$ cat config.mk
export PLATFORM = sky130hd
export DESIGN_NAME = pair_op_scheduler
export DESIGN_NICKNAME = d
export VERILOG_FILES = /design/src/rtl/pair_op_scheduler.sv
export SDC_FILE = /design/constraint.sdc
export NUM_CORES = 1
export LEC_CHECK = 0
export CAP_MARGIN = 10
export CORE_AREA = 2 2 39 41
export DETAILED_ROUTE_END_ITERATION = 10
export DIE_AREA = 0 0 41 43
export DONT_BUFFER_PORTS = 1
export RECOVER_POWER = 100
export SLEW_MARGIN = 20
export SYNTH_ARGS = -nofsm -noshare
export SYNTH_HDL_FRONTEND = slang
export SYNTH_SLANG_ARGS = --single-unit
$ cat constraint.sdc
create_clock -name clk -period 1.9 [get_ports clk]
set_input_delay 0.38 -clock clk [delete_from_list [all_inputs] [get_ports clk]]
set_output_delay 0.38 -clock clk [all_outputs]
set_load 0.01 [all_outputs]
$ cat src/rtl/pair_op_scheduler.sv
// Shares one external combinational 2-input bit operator among NREQ requesters.
// Words are granted round-robin, evaluated one bit pair per cycle (MSB pair first), and the pair results are ORed.
module pair_op_scheduler #(
    parameter int NREQ   = 2,
    parameter int WORD_W = 4,
    localparam int ID_W  = $clog2(NREQ)
) (
    input  logic                   clk,
    input  logic                   rst_n,
    input  logic [NREQ-1:0]        req_valid,
    input  logic [NREQ*WORD_W-1:0] req_data,
    output logic [NREQ-1:0]        req_ready,
    output logic                   op_a,
    output logic                   op_b,
    input  logic                   op_c,
    output logic                   res_valid,
    output logic                   res_data,
    output logic [ID_W-1:0]        res_id,
    input  logic                   res_ready,
    output logic                   busy
);

    localparam int P     = WORD_W / 2;
    localparam int CNT_W = (P > 1) ? $clog2(P) : 1;

    typedef enum logic [1:0] {
        IDLE = 2'd0,
        EVAL = 2'd1,
        DONE = 2'd2
    } state_t;

    state_t              state_r;
    state_t              state_next_s;
    logic [WORD_W-1:0]   word_r;
    logic [CNT_W-1:0]    cnt_r;
    logic                acc_r;
    logic [ID_W-1:0]     id_r;
    logic [ID_W-1:0]     rr_ptr_r;
    logic                res_valid_r;
    logic                res_data_r;
    logic [ID_W-1:0]     res_id_r;

    logic [NREQ-1:0]     grant_s;
    logic [ID_W-1:0]     grant_idx_s;
    logic                grant_found_s;
    logic                capture_s;
    logic                last_pair_s;
    logic                accept_s;

    // Round-robin arbiter: first valid requester at or after rr_ptr_r, wrapping.
    always_comb begin
        int idx_v;
        idx_v         = 0;
        grant_s       = '0;
        grant_idx_s   = '0;
        grant_found_s = 1'b0;
        for (int k = 0; k < NREQ; k++) begin
            idx_v = int'(rr_ptr_r) + k;
            if (idx_v >= NREQ) begin
                idx_v = idx_v - NREQ;
            end else begin
                idx_v = idx_v;
            end
            if (!grant_found_s && req_valid[idx_v]) begin
                grant_found_s  = 1'b1;
                grant_s[idx_v] = 1'b1;
                grant_idx_s    = ID_W'(idx_v);
            end else begin
                grant_found_s = grant_found_s;
            end
        end
    end

    // Next-state logic and per-state control strobes.
    always_comb begin
        state_next_s = state_r;
        capture_s    = 1'b0;
        last_pair_s  = 1'b0;
        accept_s     = 1'b0;
        case (state_r)
            IDLE: begin
                if (grant_found_s) begin
                    state_next_s = EVAL;
                    capture_s    = 1'b1;
                end else begin
                    state_next_s = IDLE;
                end
            end
            EVAL: begin
                if (cnt_r == '0) begin
                    state_next_s = DONE;
                    last_pair_s  = 1'b1;
                end else begin
                    state_next_s = EVAL;
                end
            end
            DONE: begin
                if (res_ready) begin
                    state_next_s = IDLE;
                    accept_s     = 1'b1;
                end else begin
                    state_next_s = DONE;
                end
            end
            default: begin
                state_next_s = IDLE;
            end
        endcase
    end

    // FSM state register.
    always_ff @(posedge clk) begin
        if (!rst_n) begin
            state_r <= IDLE;
        end else begin
            state_r <= state_next_s;
        end
    end

    // Captured word, pair counter, accumulator and registered result.
    always_ff @(posedge clk) begin
        if (!rst_n) begin
            word_r      <= '0;
            cnt_r       <= '0;
            acc_r       <= 1'b0;
            id_r        <= '0;
            rr_ptr_r    <= '0;
            res_valid_r <= 1'b0;
            res_data_r  <= 1'b0;
            res_id_r    <= '0;
        end else begin
            if (capture_s) begin
                word_r   <= req_data[grant_idx_s*WORD_W +: WORD_W];
                cnt_r    <= CNT_W'(P - 1);
                acc_r    <= 1'b0;
                id_r     <= grant_idx_s;
                rr_ptr_r <= (grant_idx_s == ID_W'(NREQ - 1)) ? '0 : grant_idx_s + ID_W'(1);
            end else if (state_r == EVAL) begin
                acc_r <= acc_r | op_c;
                if (!last_pair_s) begin
                    cnt_r <= cnt_r - CNT_W'(1);
                end
            end
            // The final pair's result is folded straight into the registered output.
            if (last_pair_s) begin
                res_valid_r <= 1'b1;
                res_data_r  <= acc_r | op_c;
                res_id_r    <= id_r;
            end else if (accept_s) begin
                res_valid_r <= 1'b0;
                res_data_r  <= 1'b0;
                res_id_r    <= '0;
            end
        end
    end

    assign req_ready = (state_r == IDLE) ? grant_s : '0;
    assign op_a      = (state_r == EVAL) ? word_r[{cnt_r, 1'b1}] : 1'b0;
    assign op_b      = (state_r == EVAL) ? word_r[{cnt_r, 1'b0}] : 1'b0;
    assign res_valid = res_valid_r;
    assign res_data  = res_data_r;
    assign res_id    = res_id_r;
    assign busy      = (state_r != IDLE);

endmodule

==> results.yml, run 1 <==
logic_synthesis:
  ys_types: 26
  synth_top_area_share_pct: 43.42
  async_flop_share_pct: 0
  ys_warn_count: 0
  synthCells: 71
  post-synth-top-count-cell: "dfxtp_1"
  yosys.area.top_type: "dfxtp_1"
  postSynthAreaPerCell_um2: 8.441
  synth_common_cells: "dfxtp_1 (13), nor2_1 (7), a21oi_1 (6), nand3_1 (5), o21ai_0 (5)"
  ys_seq_area_share_pct: 43.42
  synth-seq-cells: 13
  synth-edff-count: 0
  netlist_area_um2: 599.3
  syn_nets: 85
  yosys-top-cells-area: "dfxtp_1 (43%), a21oi_1 (5.0%), nor2_1 (4.4%)"
  synth_flop_cell: "dfxtp_1"
worst_setup_path:
  cp.depth: 3
  rr_worst_depth: 4
  critPathMaxStageDelay_ps: 360
  crit_start: "state_r[1]"
  cp_cell_sequence: "nor2_2 -> nand3_1 -> inv_1"
  rr_startpoint: "state_r[1]"
  critPathRequiredTime_ps: 1520
  crit_fanout: 11
  endpoint_kind: "output pin"
  cp_slowest_cell: "dfxtp_1"
  cp_top_family: "simple AND/OR/NAND/NOR gates"
  critical_path_class: "flip-flop to output pin"
  rr_endpoint: "word_r[3]"
  r2r_slack_ps: 480
  critical_path_buf_inv_count: 1
  arrival_ps: 1270
  cp-start-kind: "flip-flop"
  cp-endpoint: "req_ready[1]"
global_routing:
  busiest_layer: "met2"
  antenna_found_initial: 0
  grt.total_usage_pct: 16.11
  overflow: 0
  grt_use_met2_pct: 23.75
  grt_max_degree: 13
  grt_pass1_wl_mm: 1.890
  grt_pass1_vias: 454
  use_met3_pct: 2.094
  met1_usage_pct: 20.20
pwr:
  ir_worst_vdd_v: 0.0003834
  post-layout-total-power_uw: 602.7
  p_per_area_nw_per_um2: 975.1
  p_leak_nw: 0.2340
floorplanning:
  die_w_um: 41
  core_region_area_um2: 1384
  top_level_ports: 22
  initial_utilization_pct: 43.31
  num_rows: 14
  die_y_um: 43
  dieArea_um2: 1763
clock_tree:
  clock_sinks: 13
  post_cts_buffers: 0
  cts.path.max_buffers: 2
  hold_buffers: 0
  h-tree-depth: 1
  path_clk_slew_ps: 80
  clock_latency_ps: 270
  cts_resized: 0
  numCtsBuffers: 3
  ctsRootBufferMaster: "clkbuf_4"
  cts_tree: "yes"
timing:
  max_freq_mhz: 604.4
  worst_pin_slew_ps: 507.3
  final.setup.tns_ps: 0
  slew_viol_final: 0
  period_share_pct: 87.08
  setup_viol: 0
  worst_slack_ps: 245.5
  rsz0062_at_grt: "false"
  max_slew_margin_pct: 66.11
  skew_ps: 1.834
  fin_crit_ps: 1655
  hold_viol: 0
worst_hold_path:
  hold_path_class: "input pin to flip-flop"
finish:
  layout-drive-gt1-share_pct: 8.333
  antenna_cells: 0
  num-fill-cells: 148
  nets: 87
  fin_util_pct: 44.67
  syn_to_final_growth_pct: 3.132
  fin_area_um2: 618.1
status:
  run_status: "completed"
placed_design:
  pre_cts_slack_ps: 483.1
  hpwl_um: 905.4
  io_buffers: 0
  place_area_um2: 603.1
  gp_congestion: 0.6527
route:
  drt_iter0_drc: 4
  vias_per_cell: 5.557
  wl_mm: 1.170
  drc_errors: 0
  postRouteAntennaNets: 0
  num_vias: 489
  post_drt_wl_per_cell_um: 13.30
  firstDrtPassIters: 3
flow_run:
  drv_cap: 0
==> stage by stage <==
| step | hold slack, ps | cells |
|---|---|---|
| 2_1_floorplan | 428.4 | 71 |
| 3_3_place_gp | 439.3 | 84 |
| 3_5_place_dp | 444.1 | 84 |
| 4_1_cts | 225.1 | 88 |
| 5_1_grt | 218.1 | 88 |
| 6_report | 234.0 | 88 |
==> state kept, by name, summed over array words and instances (netlist names) <==
| register | flops |
|---|---|
| cnt_r | 1 |
| res_valid | 1 |
| acc_r | 1 |
| word_r | 4 |
| res_data | 1 |
| rr_ptr_r | 1 |
| state_r | 2 |
| id_r | 1 |
| res_id | 1 |
==> cells by family after synthesis <==
logic type | share of synthesized area (%)
AND/OR/NAND/NOR | 28.81
flip-flops | 43.42
AO/OA/AOI/OAI | 19.20
buffers and inverters | 5.218
multiplexers | 3.340
==> worst reg2reg max path, cell delays in order, from the launching register on <==
cell	delay [ps]
dfxtp_1	360
nor2_2	350
inv_1	260
o21ai_0	240
a31oi_1	100
==> report_power, final <==
| part | switching, mW | internal, mW | total (mW) |
|---|---|---|---|
| Sequential | 0.0264 | 0.300 | 0.327 |
| Clock | 0.0845 | 0.0812 | 0.166 |
| Combinational | 0.0676 | 0.0426 | 0.110 |
| Total | 0.179 | 0.424 | 0.603 |
==> metal layers <==
metal,part of all wire (%),wire (um)
met1,43,503
met4,2.3,27
met3,6.2,72
met5,0,0
met2,48,565
==> worst min path at each step <==
stage | start | endpoint | slack (ps) | depth (start not counted)
4_1_cts | rst_n | cnt_r | 230 | 1
3_5_place_dp | id_r | res_id | 440 | 2
5_1_grt | rst_n | cnt_r | 220 | 1
2_1_floorplan | id_r | res_id | 430 | 2
3_3_place_gp | id_r | res_id | 440 | 2
6_report | rst_n | cnt_r | 230 | 1
==> cell type report <==
type / instances / area, um2 / area share [%]
inverters: 4 / 15.01 / 2.429
multi-input cells: 51 / 296.5 / 47.98
clock buffers: 4 / 26.28 / 4.251
flip-flops and latches: 13 / 260.3 / 42.11
well taps: 16 / 20.02 / 3.239
==> placed cells by master (no fill, tap or decap), drive strengths merged <==
cell,n
nor4,1
o21ai,6
a21oi,6
a2bb2oi,1
mux2i,2
nor2b,1
nand3,5
a31oi,4
inv,4
nor3,2
nor3b,2
nand3b,2
nand4,4
nand2b,2
nand2,2
o211a,1
nor2,9
a21boi,1
clkbuf,4
dfxtp,13
Note: power is estimated with default switching activity, not from simulation.
==> inputs of run 2 (changes only) <==
--- a/config.mk
+++ b/config.mk
@@ -15,3 +15,4 @@
 export SYNTH_ARGS = -nofsm -noshare
 export SYNTH_HDL_FRONTEND = slang
 export SYNTH_SLANG_ARGS = --single-unit
+export TNS_END_PERCENT = 30
==> constraint.sdc (replaced) <==
create_clock -name clk -period 1.5 [get_ports clk]
set_input_delay 0.3 -clock clk [delete_from_list [all_inputs] [get_ports clk]]
set_output_delay 0.3 -clock clk [all_outputs]
set_load 0.01 [all_outputs]
==> results.yml, run 2 (synthesized netlist as in run 1, its figures left out) <==
clock_tree:
  post_cts_buffers: 0
  cts.path.max_buffers: 2
  h-tree-depth: 1
  clock_sinks: 13
  clock_latency_ps: 270
  cts_tree: "yes"
  cts_resized: 0
  path_clk_slew_ps: 80
  hold_buffers: 0
  numCtsBuffers: 3
  ctsRootBufferMaster: "clkbuf_4"
finish:
  final_cells: 89
  reg.largest.list: "word_r: 4 flops, state_r: 2 flops"
  layout-drive-gt1-share_pct: 10.96
  layout_common_cells: "dfxtp_1 (13), nor2_1 (7), a21oi_1 (6)"
  final_common_cell: "dfxtp_1"
  top_register: "word_r"
  antenna_cells: 0
  num-fill-cells: 149
  largest_reg_flops: 4
  syn_to_final_growth_pct: 4.593
  nets: 88
timing:
  hold_viol: 0
  rsz0062_at_grt: "false"
  max_slew_margin_pct: 66.30
  period_share_pct: 92.23
  worst_pin_slew_ps: 504.4
  skew_ps: 5.711
  fin_crit_ps: 1383
  final.setup.tns_ps: 0
  slew_viol_final: 0
  setup_viol: 0
  max_freq_mhz: 722.9
global_routing:
  use_met3_pct: 3.665
  antenna_found_initial: 0
  grt_max_degree: 13
  overflow: 0
  busiest_layer: "met2"
  grt_pass1_vias: 467
  grt_pass1_wl_mm: 1.938
  grt_use_met2_pct: 22.19
  grt.total_usage_pct: 16.19
  met1_usage_pct: 21.12
pwr:
  power_frac_clock_pct: 27.5
  p_leak_nw: 0.2414
  ir_worst_vdd_v: 0.0006068
  p_comb_share_pct: 19.0
  p_sw_share_pct: 30.18
  p_per_area_nw_per_um2: 1232
  switchingPower_uw: 233.1
  seqPwrFrac_pct: 53.5
  internal_power_uw: 539.3
route:
  post_drt_wl_per_cell_um: 12.72
  firstDrtPassIters: 4
  num_vias: 517
  drt_iter0_drc: 6
  postRouteAntennaNets: 0
  wl_mm: 1.132
  drc_errors: 0
  vias_per_cell: 5.809
worst_setup_path:
  cp-start-kind: "flip-flop"
  arrival_ps: 1080
  critical_path_class: "flip-flop to output pin"
  rr_worst_depth: 3
  critPathRequiredTime_ps: 1200
  r2r_slack_ps: 260
  rr_startpoint: "state_r[0]"
  endpoint_kind: "output pin"
  crit_fanout: 5
  rr_endpoint: "res_id"
placed_design:
  hpwl_um: 872.2
  io_buffers: 0
  gp_congestion: 0.7189
  dp_cells: 85
floorplanning:
  num_rows: 14
  die_w_um: 41
  dieArea_um2: 1763
  die_y_um: 43
  top_level_ports: 22
  initial_utilization_pct: 43.31
  core_region_area_um2: 1384
worst_hold_path:
  min_to: "cnt_r"
  hold_depth: 1
  hp-start: "rst_n"
  hold_path_class: "input pin to flip-flop"
status:
  run_status: "completed"
flow_run:
  drv_cap: 0
## run 2: through the flow
step	setup WS [ps]	utilization [%]	hold WS, ps	area, um2	power [mW]
2_1_floorplan	368.2	-	428.4	599.3	0.5529
3_3_place_gp	360.4	44.12	438.7	610.6	0.5766
3_5_place_dp	378.8	44.12	437.6	610.6	0.5792
4_1_cts	72.01	46.11	140.0	638.1	0.7933
5_1_grt	30.40	45.30	124.7	626.9	0.8280
6_report	116.6	45.30	148.7	626.9	0.7724
## run 2: power groups by stage
stage          combinational, mW  sequential (mW)  clock (mW)
2_1_floorplan              0.142            0.411           0
3_3_place_gp               0.152            0.425           0
3_5_place_dp               0.153            0.426           0
5_1_grt                    0.168            0.420       0.240
6_report                   0.147            0.413       0.212
4_1_cts                    0.154            0.418       0.222
## run 2: worst max path at each step
stage	start	to	slack, ps	cells past startpoint
final	rr_ptr_r	req_ready[1]	120	3
after global routing	rr_ptr_r	req_ready[1]	30	3
after CTS	state_r[1]	req_ready[1]	70	3
after detailed placement	state_r[1]	word_r[2]	380	4
after global placement	state_r[1]	word_r[3]	360	4
after floorplan	state_r[1]	req_ready[1]	370	4
## run 2: critical path, stage by stage, from the launching register on
cell	delay (ps)
dfxtp_1	370
nand2b_1	200
nand3_1	130
inv_1	120
## run 2: layout make-up
| type | instances | area (um2) | area share (%) |
|---|---|---|---|
| Multi-Input combinational cell | 51 | 296.5 | 47.31 |
| Sequential cell | 13 | 260.3 | 41.52 |
| Clock buffer | 3 | 22.52 | 3.593 |
| Tap cell | 16 | 20.02 | 3.194 |
| Inverter | 4 | 15.01 | 2.395 |
| Timing Repair Buffer | 1 | 7.507 | 1.198 |
| Clock inverter | 1 | 5.005 | 0.7984 |
## run 2: routing by layer
metal / vias to the layer above / wire length [um] / share of wire (%)
li1: 267 / - / -
met1: 233 / 513 / 45
met2: 15 / 528 / 47
met3: 2 / 70 / 6.2
met4: 0 / 19 / 1.7
met5: - / 0 / 0
